`config.mk`:
```
export PLATFORM = sky130hd
export DESIGN_NAME = alu
export DESIGN_NICKNAME = d
export VERILOG_FILES = /design/src/rtl/alu_pkg.sv /design/src/rtl/alu_compare.sv /design/src/rtl/alu.sv
export SDC_FILE = /design/constraint.sdc
export NUM_CORES = 1
export LEC_CHECK = 0
export ABC_AREA = 0
export BUFFER_PORTS_ARGS = -buffer_cell sky130_fd_sc_hd__buf_2
export CAP_MARGIN = 10
export CORE_MARGIN = 2
export CORE_UTILIZATION = 52
export CTS_CLUSTER_DIAMETER = 80
export DETAILED_ROUTE_END_ITERATION = 7
export PLACE_DENSITY_LB_ADDON = 0.12
export SYNTH_ARGS = -nofsm -noshare
export SYNTH_HDL_FRONTEND = slang
export SYNTH_SLANG_ARGS = --single-unit
```
`constraint.sdc`:
```
create_clock -name clk_w_i -period 3.4 [get_ports clk_w_i]
set_clock_uncertainty 0.15 [all_clocks]
set_input_delay 0 -clock clk_w_i [delete_from_list [all_inputs] [get_ports clk_w_i]]
set_output_delay 0 -clock clk_w_i [all_outputs]
set_load 0.02 [all_outputs]
```
`src/rtl/alu_pkg.sv`:
```
// Shared constants for the execute-stage ALU: operation codes and width defaults.
// Imported by alu and alu_compare.
package alu_pkg;

  localparam int DATA_WIDTH  = 32;
  localparam int SHAMT_WIDTH = 5;

  localparam logic [3:0] ALU_ADD  = 4'b0000;
  localparam logic [3:0] ALU_SLL  = 4'b0001;
  localparam logic [3:0] ALU_SLT  = 4'b0010;
  localparam logic [3:0] ALU_SLTU = 4'b0011;
  localparam logic [3:0] ALU_XOR  = 4'b0100;
  localparam logic [3:0] ALU_SRL  = 4'b0101;
  localparam logic [3:0] ALU_OR   = 4'b0110;
  localparam logic [3:0] ALU_AND  = 4'b0111;
  localparam logic [3:0] ALU_SUB  = 4'b1000;
  localparam logic [3:0] ALU_SRA  = 4'b1101;

  // True for the ten codes that select a real operation.
  function automatic logic is_legal_op(input logic [3:0] op);
    logic legal;
    legal = 1'b0;
    case (op)
      ALU_ADD, ALU_SLL, ALU_SLT, ALU_SLTU, ALU_XOR,
      ALU_SRL, ALU_OR, ALU_AND, ALU_SUB, ALU_SRA: legal = 1'b1;
      default: legal = 1'b0;
    endcase
    return legal;
  endfunction

endpackage

```
`src/rtl/alu_compare.sv`:
```
// Combinational operand comparator producing the branch-resolution flags.
module alu_compare
  import alu_pkg::*;
#(
  parameter int WIDTH = alu_pkg::DATA_WIDTH
) (
  input  logic [WIDTH-1:0] a_data,
  input  logic [WIDTH-1:0] b_data,
  output logic             eq,
  output logic             ltu,
  output logic             gteu,
  output logic             lts,
  output logic             gtes
);

  assign eq   = (a_data == b_data);
  assign ltu  = (a_data < b_data);
  assign lts  = ($signed(a_data) < $signed(b_data));
  // Greater-or-equal is the exact complement, so each pair is always one-hot.
  assign gteu = ~ltu;
  assign gtes = ~lts;

endmodule

```
`src/rtl/alu.sv`:
```
// RV32I-style integer ALU with registered result and comparison flags (one-cycle latency).
// Optional ALU_ILLEGAL_OP_EN adds a registered illegal_op_w_o_h output.
module alu #(
  parameter int DATA_WIDTH  = alu_pkg::DATA_WIDTH,
  parameter int SHAMT_WIDTH = alu_pkg::SHAMT_WIDTH
) (
  input  logic                  clk_w_i,
  input  logic                  rst_w_i_l,
  input  logic [DATA_WIDTH-1:0] a_data_w_i,
  input  logic [DATA_WIDTH-1:0] b_data_w_i,
  input  logic [3:0]            alu_control_w_i,
  input  logic                  addi_sub_flag_w_i,
  input  logic                  store_force_add_flag_w_i,
  output logic [DATA_WIDTH-1:0] alu_res_w_o,
  output logic                  eq_w_o_h,
  output logic                  gteu_w_o_h,
  output logic                  ltu_w_o_h,
  output logic                  gtes_w_o_h,
  output logic                  lts_w_o_h
`ifdef ALU_ILLEGAL_OP_EN
  ,
  output logic                  illegal_op_w_o_h
`endif
);

  import alu_pkg::*;

  logic [SHAMT_WIDTH-1:0] shamt;
  logic [DATA_WIDTH-1:0]  sum;
  logic [DATA_WIDTH-1:0]  diff;
  logic [DATA_WIDTH-1:0]  sll_res;
  logic [DATA_WIDTH-1:0]  srl_res;
  logic [DATA_WIDTH-1:0]  sra_res;
  logic [DATA_WIDTH-1:0]  res_next;
  logic                   eq_next;
  logic                   ltu_next;
  logic                   gteu_next;
  logic                   lts_next;
  logic                   gtes_next;

  logic [DATA_WIDTH-1:0]  res_reg;
  logic                   eq_reg;
  logic                   ltu_reg;
  logic                   gteu_reg;
  logic                   lts_reg;
  logic                   gtes_reg;

  alu_compare #(
    .WIDTH (DATA_WIDTH)
  ) u_compare (
    .a_data (a_data_w_i),
    .b_data (b_data_w_i),
    .eq     (eq_next),
    .ltu    (ltu_next),
    .gteu   (gteu_next),
    .lts    (lts_next),
    .gtes   (gtes_next)
  );

  // Only the low bits of B select the shift distance; upper bits are ignored.
  assign shamt   = b_data_w_i[SHAMT_WIDTH-1:0];
  assign sum     = a_data_w_i + b_data_w_i;
  assign diff    = a_data_w_i - b_data_w_i;
  assign sll_res = a_data_w_i << shamt;
  assign srl_res = a_data_w_i >> shamt;
  assign sra_res = $unsigned($signed(a_data_w_i) >>> shamt);

  always_comb begin
    res_next = '0;
    if (store_force_add_flag_w_i) begin
      // Address generation for loads/stores always adds.
      res_next = sum;
    end else begin
      case (alu_control_w_i)
        ALU_ADD:  res_next = sum;
        ALU_SLL:  res_next = sll_res;
        ALU_SLT:  res_next = {{(DATA_WIDTH-1){1'b0}}, lts_next};
        ALU_SLTU: res_next = {{(DATA_WIDTH-1){1'b0}}, ltu_next};
        ALU_XOR:  res_next = a_data_w_i ^ b_data_w_i;
        ALU_SRL:  res_next = srl_res;
        ALU_OR:   res_next = a_data_w_i | b_data_w_i;
        ALU_AND:  res_next = a_data_w_i & b_data_w_i;
        ALU_SUB:  res_next = addi_sub_flag_w_i ? diff : sum;
        ALU_SRA:  res_next = sra_res;
        default:  res_next = '0;
      endcase
    end
  end

  always_ff @(posedge clk_w_i) begin
    if (!rst_w_i_l) begin
      res_reg  <= '0;
      eq_reg   <= 1'b0;
      ltu_reg  <= 1'b0;
      gteu_reg <= 1'b0;
      lts_reg  <= 1'b0;
      gtes_reg <= 1'b0;
    end else begin
      res_reg  <= res_next;
      eq_reg   <= eq_next;
      ltu_reg  <= ltu_next;
      gteu_reg <= gteu_next;
      lts_reg  <= lts_next;
      gtes_reg <= gtes_next;
    end
  end

  assign alu_res_w_o = res_reg;
  assign eq_w_o_h    = eq_reg;
  assign ltu_w_o_h   = ltu_reg;
  assign gteu_w_o_h  = gteu_reg;
  assign lts_w_o_h   = lts_reg;
  assign gtes_w_o_h  = gtes_reg;

`ifdef ALU_ILLEGAL_OP_EN
  logic illegal_next;
  logic illegal_reg;

  assign illegal_next = ~store_force_add_flag_w_i & ~is_legal_op(alu_control_w_i);

  always_ff @(posedge clk_w_i) begin
    if (!rst_w_i_l) begin
      illegal_reg <= 1'b0;
    end else begin
      illegal_reg <= illegal_next;
    end
  end

  assign illegal_op_w_o_h = illegal_reg;
`endif

endmodule

```
==> results.cfg, run 1 <==
[logic_synthesis]
synth_top_area_share_pct = 12.5
synth-main-ff-cell = dfxtp_1
syn_nets = 1656
synthTopCellsByArea = ha_1, mux4_2, nor2_1, dfxtp_1, a21oi_1
ys_ff_latch = 37
yosys.area.top_type = ha_1
synthCells = 1476
ys_warn_count = 0
synthArstFlopShare_pct = 0
syn_area_mm2 = 0.0106
syn-mean-instance-area_um2 = 7.16
ys_seq_area_share_pct = 7.01
synth_edf_count = 0
ys_types = 90

[die]
initial_core_util_pct = 52.6
core.rowCount = 52
die_area_mm2 = 0.0215
core_mm2 = 0.0201
die_x_um = 147
die_h_um = 147
io_pins = 109

[global_routing]
grt_max_degree = 82
grt_overflow = 0
grt_pass1_vias = 11700
grt_pass1_wl_um = 74200
grt_use_total_pct = 45.5
antenna_found_initial = 1

[sta]
relSlewSlack_pct = 23.7
setup_viol = 0
worst_slew_pin_slew_ns = 1.13
rsz0062_at_grt = false
layout_min_cycle_time_ns = 2.93
slew_viol_final = 0
fin_setup_tns_ns = 0
holdWs_ns = 0.140
fmax_mhz = 341
setup_slack_ns = 0.465
finalHoldViolations = 0
fin_crit_sh_pct = 86.3

[clock_network]
htree_levels = 2
cts_made_buffers = 5
root_buffer = clkbuf_16
clockBufferDepth = 2
clock_sinks = 37
clk_pin_slew_ns = 0.07
cts_tree = done

[status]
outcome = finished clean

[hold_path]
hold_class = in -> reg

[placed_design]
dp.cells = 1830
post-place-ws_ns = 0.252
finalWeightedCongestion = 1.10
portBuffers = 108
hpwl_um = 39600

[detailed_routing]
drt-initial-drc-count = 1959
vias = 12800
drt_wl_total_um = 49800
vias_per_cell = 6.96
avgRoutedWirePerCell_um = 27.1
ant_nets = 0
drc_errors = 0
firstDrtPassIters = 5

[power]
ir_worst_vdd_uv = 201
power_density_mw_per_mm2 = 264
p_leak_nw = 5.13

[setup_path]
start_kind = input port
critPathMaxFanout = 10
crit_required_ns = 3.44
worstSetupStartpoint = b_data_w_i[0]
path_class = in -> reg
crit_chain = buf_4 -> ha_1 -> fa_1 -> a211oi_1 -> nor2_1 -> o21ai_1 -> o2111ai_1 -> a31oi_1 -> o21ai_0 -> xnor2_1 -> a21oi_1 -> o2bb2ai_1
cpMaxStageDelayCell = fa_1
crit_arrival_ns = 2.98
crit_path_end_kind = register
crit_path_end = alu_res_w_o[24]$_SDFF_PN0_
cpPeakStageDelay_ns = 0.50

[cells_and_area]
final_cell_mix = nor2_1, a21oi_1, ha_1, buf_2, o21ai_0
nFillCells = 1970
post-route-util_pct = 58.9
nets = 1749
antenna_cells = 0
final_cells = 1840
final_common_cell = nor2_1
area_growth_pct = 12.0
drive_above_1_share_pct = 17.8

[job]
maxCapViolations = 0
==> area by class of cell <==
cell class                 count  area [um^2]  share of cell area (%)
multi-input combinational   1234         8990                    75.9
timing repair buffer         194         1260                    10.6
sequential                    37          741                    6.25
inverter                      97          364                    3.07
tap                          270          338                    2.85
clock buffer                   7          153                    1.29
clock inverter                 1         5.00                  0.0423
==> kinds of logic (layout without fill, tap and decap cells) <==
logic type | count (synthesis) | in the layout | share of synthesized area, %
flops | 37 | 37 | 7.01
simple gates | 461 | 461 | 19.7
mux | 112 | 112 | 16.6
xor+xnor | 50 | 50 | 4.14
buf+inv | 205 | 299 | 8.03
fa+ha+maj | 108 | 108 | 12.9
compound gates | 503 | 503 | 31.6
==> report_power, final <==
part           switching [mW]  internal, mW
logic                    1.34         0.756
clock network           0.232         0.312
registers              0.0160         0.478
==> flip-flops by register name, summed over array words and instances, names as in the netlist <==
register     count
gteu_w_o_h       1
ltu_w_o_h        1
eq_w_o_h         1
alu_res_w_o     32
gtes_w_o_h       1
lts_w_o_h        1
==> critical path, delay by kind of cell <==
kind | cells | cell delay, ns
compound gates | 7 | 1.72
simple gates | 1 | 0.14
buf+inv | 1 | 0.17
fa+ha+maj | 2 | 0.76
xor+xnor | 1 | 0.19
==> through the flow <==
| step | power (mW) | instance area, um^2 |
|---|---|---|
| floorplan | 1.80 | 10600 |
| global placement | 2.50 | 11700 |
| detailed placement | 2.51 | 11700 |
| CTS | 3.05 | 11800 |
| global route | 3.27 | 11800 |
| finish | 3.13 | 11800 |
==> metal layers <==
layer | vias up | part of all wire (%) | global-route usage, %
met5 | - | 0 | 0
met4 | 0 | 7.9 | 27.5
met3 | 197 | 12 | 10.1
met2 | 980 | 41 | 66.6
met1 | 5989 | 39 | 61.0
li1 | 5633 | - | -
==> timing repair <==
item | in CTS | in global routing
hold endpoints to repair | 5 | 0
hold buffers | 2 | 0
resized for setup | 0 | 0
buffers inserted | 0 | 0
==> cells in the mapped netlist, types with 6 or more instances <==
master,n
nor2_1,212
a21oi_1,144
ha_1,106
o21ai_0,100
nand2_1,98
inv_1,90
clkbuf_1,59
mux2i_1,58
mux4_2,44
xnor2_1,43
nor3_1,38
dfxtp_1,37
a211oi_1,34
buf_2,27
nand3_1,21
o211ai_1,21
o22ai_1,19
a21o_1,15
o31ai_1,15
a22oi_1,14
buf_1,14
o21bai_1,14
and2_1,12
nor4_1,12
a31oi_1,11
a221oi_1,10
nand4_1,10
nor2b_1,10
o221ai_1,10
o32ai_1,10
and3_1,9
o21a_1,9
nand2b_1,8
or3_1,8
xor2_1,7
buf_4,6
==> worst min path at each step <==
stage                   start                          to  slack [ns]  cells after the start
2_1_floorplan       rst_w_i_l   alu_res_w_o[4]$_SDFF_PN0_       -0.02                      1
3_3_place_gp        rst_w_i_l       gteu_w_o_h$_SDFF_PN0_        0.23                      2
3_5_place_dp        rst_w_i_l       gteu_w_o_h$_SDFF_PN0_        0.23                      2
4_1_cts        b_data_w_i[31]        lts_w_o_h$_SDFF_PN0_        0.14                      5
5_1_grt        b_data_w_i[30]  alu_res_w_o[31]$_SDFF_PN0_        0.22                      5
6_report       b_data_w_i[30]  alu_res_w_o[31]$_SDFF_PN0_        0.14                      5
Power figures use the tool's default switching activity.
==> run 2: changes to the inputs <==
CORE_MARGIN = unset   (was 2)
CORE_UTILIZATION = 55   (was 52)
==> run 2 against run 1 <==
Global-route usage up 5.0 points. Highest routed layer unchanged. Clock power up 19%. Combinational power about the same. Worst hold slack worse by 0.013 ns. Setup slack worse by 0.062 ns. Maximum frequency down 2.1%.
==> results.cfg, run 2 (synthesis gave the netlist of run 1 again) <==
[cells_and_area]
multi_input_area_mm2 = 0.00899
drive_above_1_share_pct = 18.0
post-route-util_pct = 63.0
final_cell_mix = nor2_1, a21oi_1, ha_1, buf_2, o21ai_0
seq_area_um2 = 741
final_common_cell = nor2_1
largest_reg_flops = 32
nets = 1752
final_cells = 1808
nFillCells = 1758
area_growth_pct = 11.8

[detailed_routing]
ant_nets = 0
vias = 13000
drt_wl_total_um = 49800
drt-initial-drc-count = 2171
avgRoutedWirePerCell_um = 27.5
firstDrtPassIters = 6
vias_per_cell = 7.17
drc_errors = 0

[clock_network]
cts_made_buffers = 5
cts_tree = done
clock_sinks = 37
clk_pin_slew_ns = 0.07
clockBufferDepth = 2
root_buffer = clkbuf_16
htree_levels = 2

[global_routing]
use_met3_pct = 12.7
grt_pass1_vias = 12100
grt_max_degree = 82
grt_overflow = 0
antenna_found_initial = 0
grt_pass1_wl_um = 74900
grt_util_met2_pct = 74.4
grt_use_total_pct = 50.5
busiest_layer = met2
grtUsageMet1_pct = 65.6

[sta]
fin_setup_tns_ns = 0
fin_crit_sh_pct = 88.1
fmax_mhz = 334
setup_slack_ns = 0.403
slew_viol_final = 0
rsz0062_at_grt = false
relSlewSlack_pct = 21.1
worst_slew_pin_slew_ns = 1.17
layout_min_cycle_time_ns = 3.00
finalHoldViolations = 0
setup_viol = 0

[power]
ir_worst_vdd_uv = 218
power_density_mw_per_mm2 = 275
p_clk_share_pct = 20.0
switchingPower_mw = 1.60
swShare_pct = 49.1
p_leak_nw = 5.14
finalPower_mw = 3.25
p_int_mw = 1.66
pwr-share-seq_pct = 15.3
comb_power_share_pct = 64.8

[setup_path]
crit_path_end = alu_res_w_o[26]$_SDFF_PN0_
crit_required_ns = 3.45
path_buf_inv = 1
cpMaxStageDelayCell = fa_1
critPathTopFamily = compound AO/OA/AOI/OAI gates
start_kind = input port
cpPeakStageDelay_ns = 0.51
crit_cells = 12
crit_chain = buf_2 -> ha_1 -> fa_1 -> a211oi_1 -> nor2_1 -> o2111ai_1 -> a21o_1 -> nand3_1 -> a21oi_1 -> xnor2_1 -> o22ai_1 -> o21a_1
critPathMaxFanout = 6
crit_arrival_ns = 3.04
path_class = in -> reg
worstSetupStartpoint = a_data_w_i[0]
crit_path_end_kind = register

[die]
core_mm2 = 0.0188
initial_core_util_pct = 56.3
io_pins = 109
die_x_um = 141
die_area_mm2 = 0.0198
core.rowCount = 50
die_h_um = 141

[placed_design]
portBuffers = 108
dp.cells = 1797
post-place-ws_ns = 0.243
finalWeightedCongestion = 1.09
hpwl_um = 39400

[hold_path]
hold_class = in -> reg

[status]
outcome = finished clean

[job]
maxCapViolations = 0
run 2: cell count changes in the layout (fill, tap and decap cells not counted), sizes merged:
| cell | delta |
|---|---|
| clkinv | -1 |
| clkbuf | -2 |
| diode | +1 |
| inv | +1 |
| bufinv | +2 |
| buf | +3 |
run 2: metal layers:
metal	wire, um	up-vias	share of wire, %
met1	18800	6020	38
met3	6510	213	13
met4	3780	0	7.6
met5	0	-	0
met2	20700	1076	42
li1	-	5658	-
run 2: how the worst min path moves through the flow:
| stage | startpoint | cells after the start | end |
|---|---|---|---|
| 2_1_floorplan | rst_w_i_l | 1 | alu_res_w_o[4]$_SDFF_PN0_ |
| 3_3_place_gp | rst_w_i_l | 2 | gtes_w_o_h$_SDFF_PN0_ |
| 3_5_place_dp | rst_w_i_l | 2 | alu_res_w_o[4]$_SDFF_PN0_ |
| 4_1_cts | b_data_w_i[30] | 5 | alu_res_w_o[31]$_SDFF_PN0_ |
| 5_1_grt | b_data_w_i[30] | 5 | alu_res_w_o[31]$_SDFF_PN0_ |
| 6_report | b_data_w_i[30] | 5 | alu_res_w_o[31]$_SDFF_PN0_ |
run 2: area by class of cell:
type,count,area share [%]
Antenna cell,1,0.0212
Clock inverter,3,0.582
Timing Repair Buffer,197,10.5
Sequential cell,37,6.26
Tap cell,234,2.48
Clock buffer,5,1.06
Inverter,97,3.08
Multi-Input combinational cell,1234,76.0
run 2: power by group through the flow:
stage,Clock (mW),Combinational (mW),Sequential [mW]
floorplan,0,1.24,0.557
global placement,0,1.98,0.504
detailed placement,0,2.00,0.504
CTS,0.652,2.02,0.495
global route,0.659,2.22,0.498
finish,0.650,2.11,0.496
run 2: through the flow:
step | hold WS [ns] | cell area, um^2
floorplan | -0.0188 | 10600
global placement | 0.222 | 11600
detailed placement | 0.220 | 11600
CTS | 0.116 | 11800
global route | 0.186 | 11800
finish | 0.127 | 11800
run 2: what timing repair did:
item,4_1_cts,5_1_grt
gates resized for setup,0,0
setup buffers,0,0
hold endpoints to repair,7,0
hold buffers,2,0
==> run 3: changes to the inputs <==
PLACE_DENSITY = 0.78   (was unset)
PLACE_DENSITY_LB_ADDON = unset   (was 0.12)
==> run 3 against run 2 <==
Clock power is 7.2% lower. Die area unchanged. Power fell by 1.4%. Final cell count increased by 0.88%. Count of clock-buffer cells in the layout up 1. Maximum frequency down 0.50%. Routed wire length decreased by 0.57%. Non-clock buffer count increased by 17. Critical path depth is the same. First-iteration DRC count down 1.7%. Setup slack worse by 0.015 ns. Via count rose by 0.51%.
==> results.cfg, run 3 (synthesis gave the netlist of run 1 again) <==
[status]
outcome = finished clean

[detailed_routing]
drt-initial-drc-count = 2134
drt_wl_total_um = 49500
avgRoutedWirePerCell_um = 27.1
vias = 13000
ant_nets = 0
firstDrtPassIters = 6
vias_per_cell = 7.15
drc_errors = 0

[sta]
slew_viol_final = 0
worst_slew_pin_slew_ns = 1.15
relSlewSlack_pct = 22.9
setup_viol = 0
fin_crit_sh_pct = 88.6
rsz0062_at_grt = false
layout_min_cycle_time_ns = 3.01
fin_setup_tns_ns = 0
finalHoldViolations = 0
fmax_mhz = 332

[die]
initial_core_util_pct = 56.3
core_mm2 = 0.0188
io_pins = 109
die_x_um = 141
core.rowCount = 50
die_area_mm2 = 0.0198
die_h_um = 141

[placed_design]
dp.cells = 1814
finalWeightedCongestion = 1.10
dpl_cell_area_mm2 = 0.0118
portBuffers = 108
hpwl_um = 39600

[clock_network]
cts_made_buffers = 5
clk_pin_slew_ns = 0.06
clock_sinks = 37
cts_tree = done
root_buffer = clkbuf_16
clockBufferDepth = 2
htree_levels = 2
cts_resized = 0

[global_routing]
grt_overflow = 0
grt_pass1_vias = 11800
antenna_found_initial = 0
grt_max_degree = 57
grt_pass1_wl_um = 73100
grt_use_total_pct = 49.5

[cells_and_area]
drive_above_1_share_pct = 18.9
nets = 1769
antenna_cells = 0
post-route-util_pct = 63.7
final_common_cell = nor2_1
area_growth_pct = 13.1
final_cell_mix = nor2_1, a21oi_1, ha_1, buf_2, buf_4
final_area_mm2 = 0.0120
nFillCells = 1783
final_cells = 1824
largest_reg_flops = 32

[power]
p_leak_nw = 5.22
power_density_mw_per_mm2 = 268
ir_worst_vdd_uv = 220

[setup_path]
crit_path_end = alu_res_w_o[31]$_SDFF_PN0_
critPathMaxFanout = 15
worstSetupStartpoint = a_data_w_i[20]
crit_path_end_kind = register
start_kind = input port
path_class = in -> reg
crit_arrival_ns = 3.04
crit_required_ns = 3.43

[hold_path]
hold_depth = 5
hold_class = in -> reg

[job]
maxCapViolations = 0
-- run 3: how the worst min path moves through the flow --
stage | start | endpoint | slack (ns)
floorplan | rst_w_i_l | alu_res_w_o[4]$_SDFF_PN0_ | -0.02
global placement | rst_w_i_l | gteu_w_o_h$_SDFF_PN0_ | 0.22
detailed placement | rst_w_i_l | gteu_w_o_h$_SDFF_PN0_ | 0.22
CTS | b_data_w_i[30] | alu_res_w_o[31]$_SDFF_PN0_ | 0.10
global route | b_data_w_i[30] | alu_res_w_o[31]$_SDFF_PN0_ | 0.16
finish | b_data_w_i[30] | alu_res_w_o[31]$_SDFF_PN0_ | 0.11
-- run 3: metal layers --
layer  vias to the layer above  GRT usage (%)  share of wire (%)
met5                         -           2.51               0.13
met4                         2           31.3                7.7
met3                       204           11.9                 13
met2                      1055           73.3                 41
met1                      6084           64.4                 38
li1                       5688              -                  -
-- run 3: final cells by class --
type	count	area [um^2]	area share [%]
clock buffers	6	139	1.16
inverters	97	364	3.05
flip-flops and latches	37	741	6.20
well taps	234	293	2.45
multi-input cells	1234	8990	75.2
clock inverters	2	37.5	0.314
repair buffers	214	1400	11.7
-- run 3: through the flow --
stage | worst slack (ns) | power (mW) | hold WS (ns)
floorplan | 0.210 | 1.80 | -0.0188
global placement | 0.281 | 2.50 | 0.219
detailed placement | 0.223 | 2.51 | 0.220
CTS | 0.527 | 3.11 | 0.102
global route | 0.277 | 3.32 | 0.165
finish | 0.388 | 3.21 | 0.108
-- run 3: report_power, final --
part	switching (mW)	total [mW]	leakage (nW)	internal (mW)
clock	0.236	0.603	0.0831	0.367
sequential	0.0146	0.493	0.305	0.478
combinational	1.35	2.11	4.83	0.762
-- run 3: what timing repair did --
action	in CTS	in global routing
endpoints found under the hold margin	4	0
setup endpoints to repair	0	0
hold buffers	2	0
setup buffers	0	0
-- run 3: worst max-delay path, stage by stage --
cell and delay (ns):
buf_2 0.28, inv_1 0.08, ha_1 0.52, a21oi_1 0.31
o21ai_0 0.20, o21ai_0 0.21, nand3_1 0.14, a31oi_4 0.35
o21ai_1 0.25, a311oi_1 0.36, mux2i_1 0.22, o211ai_1 0.10
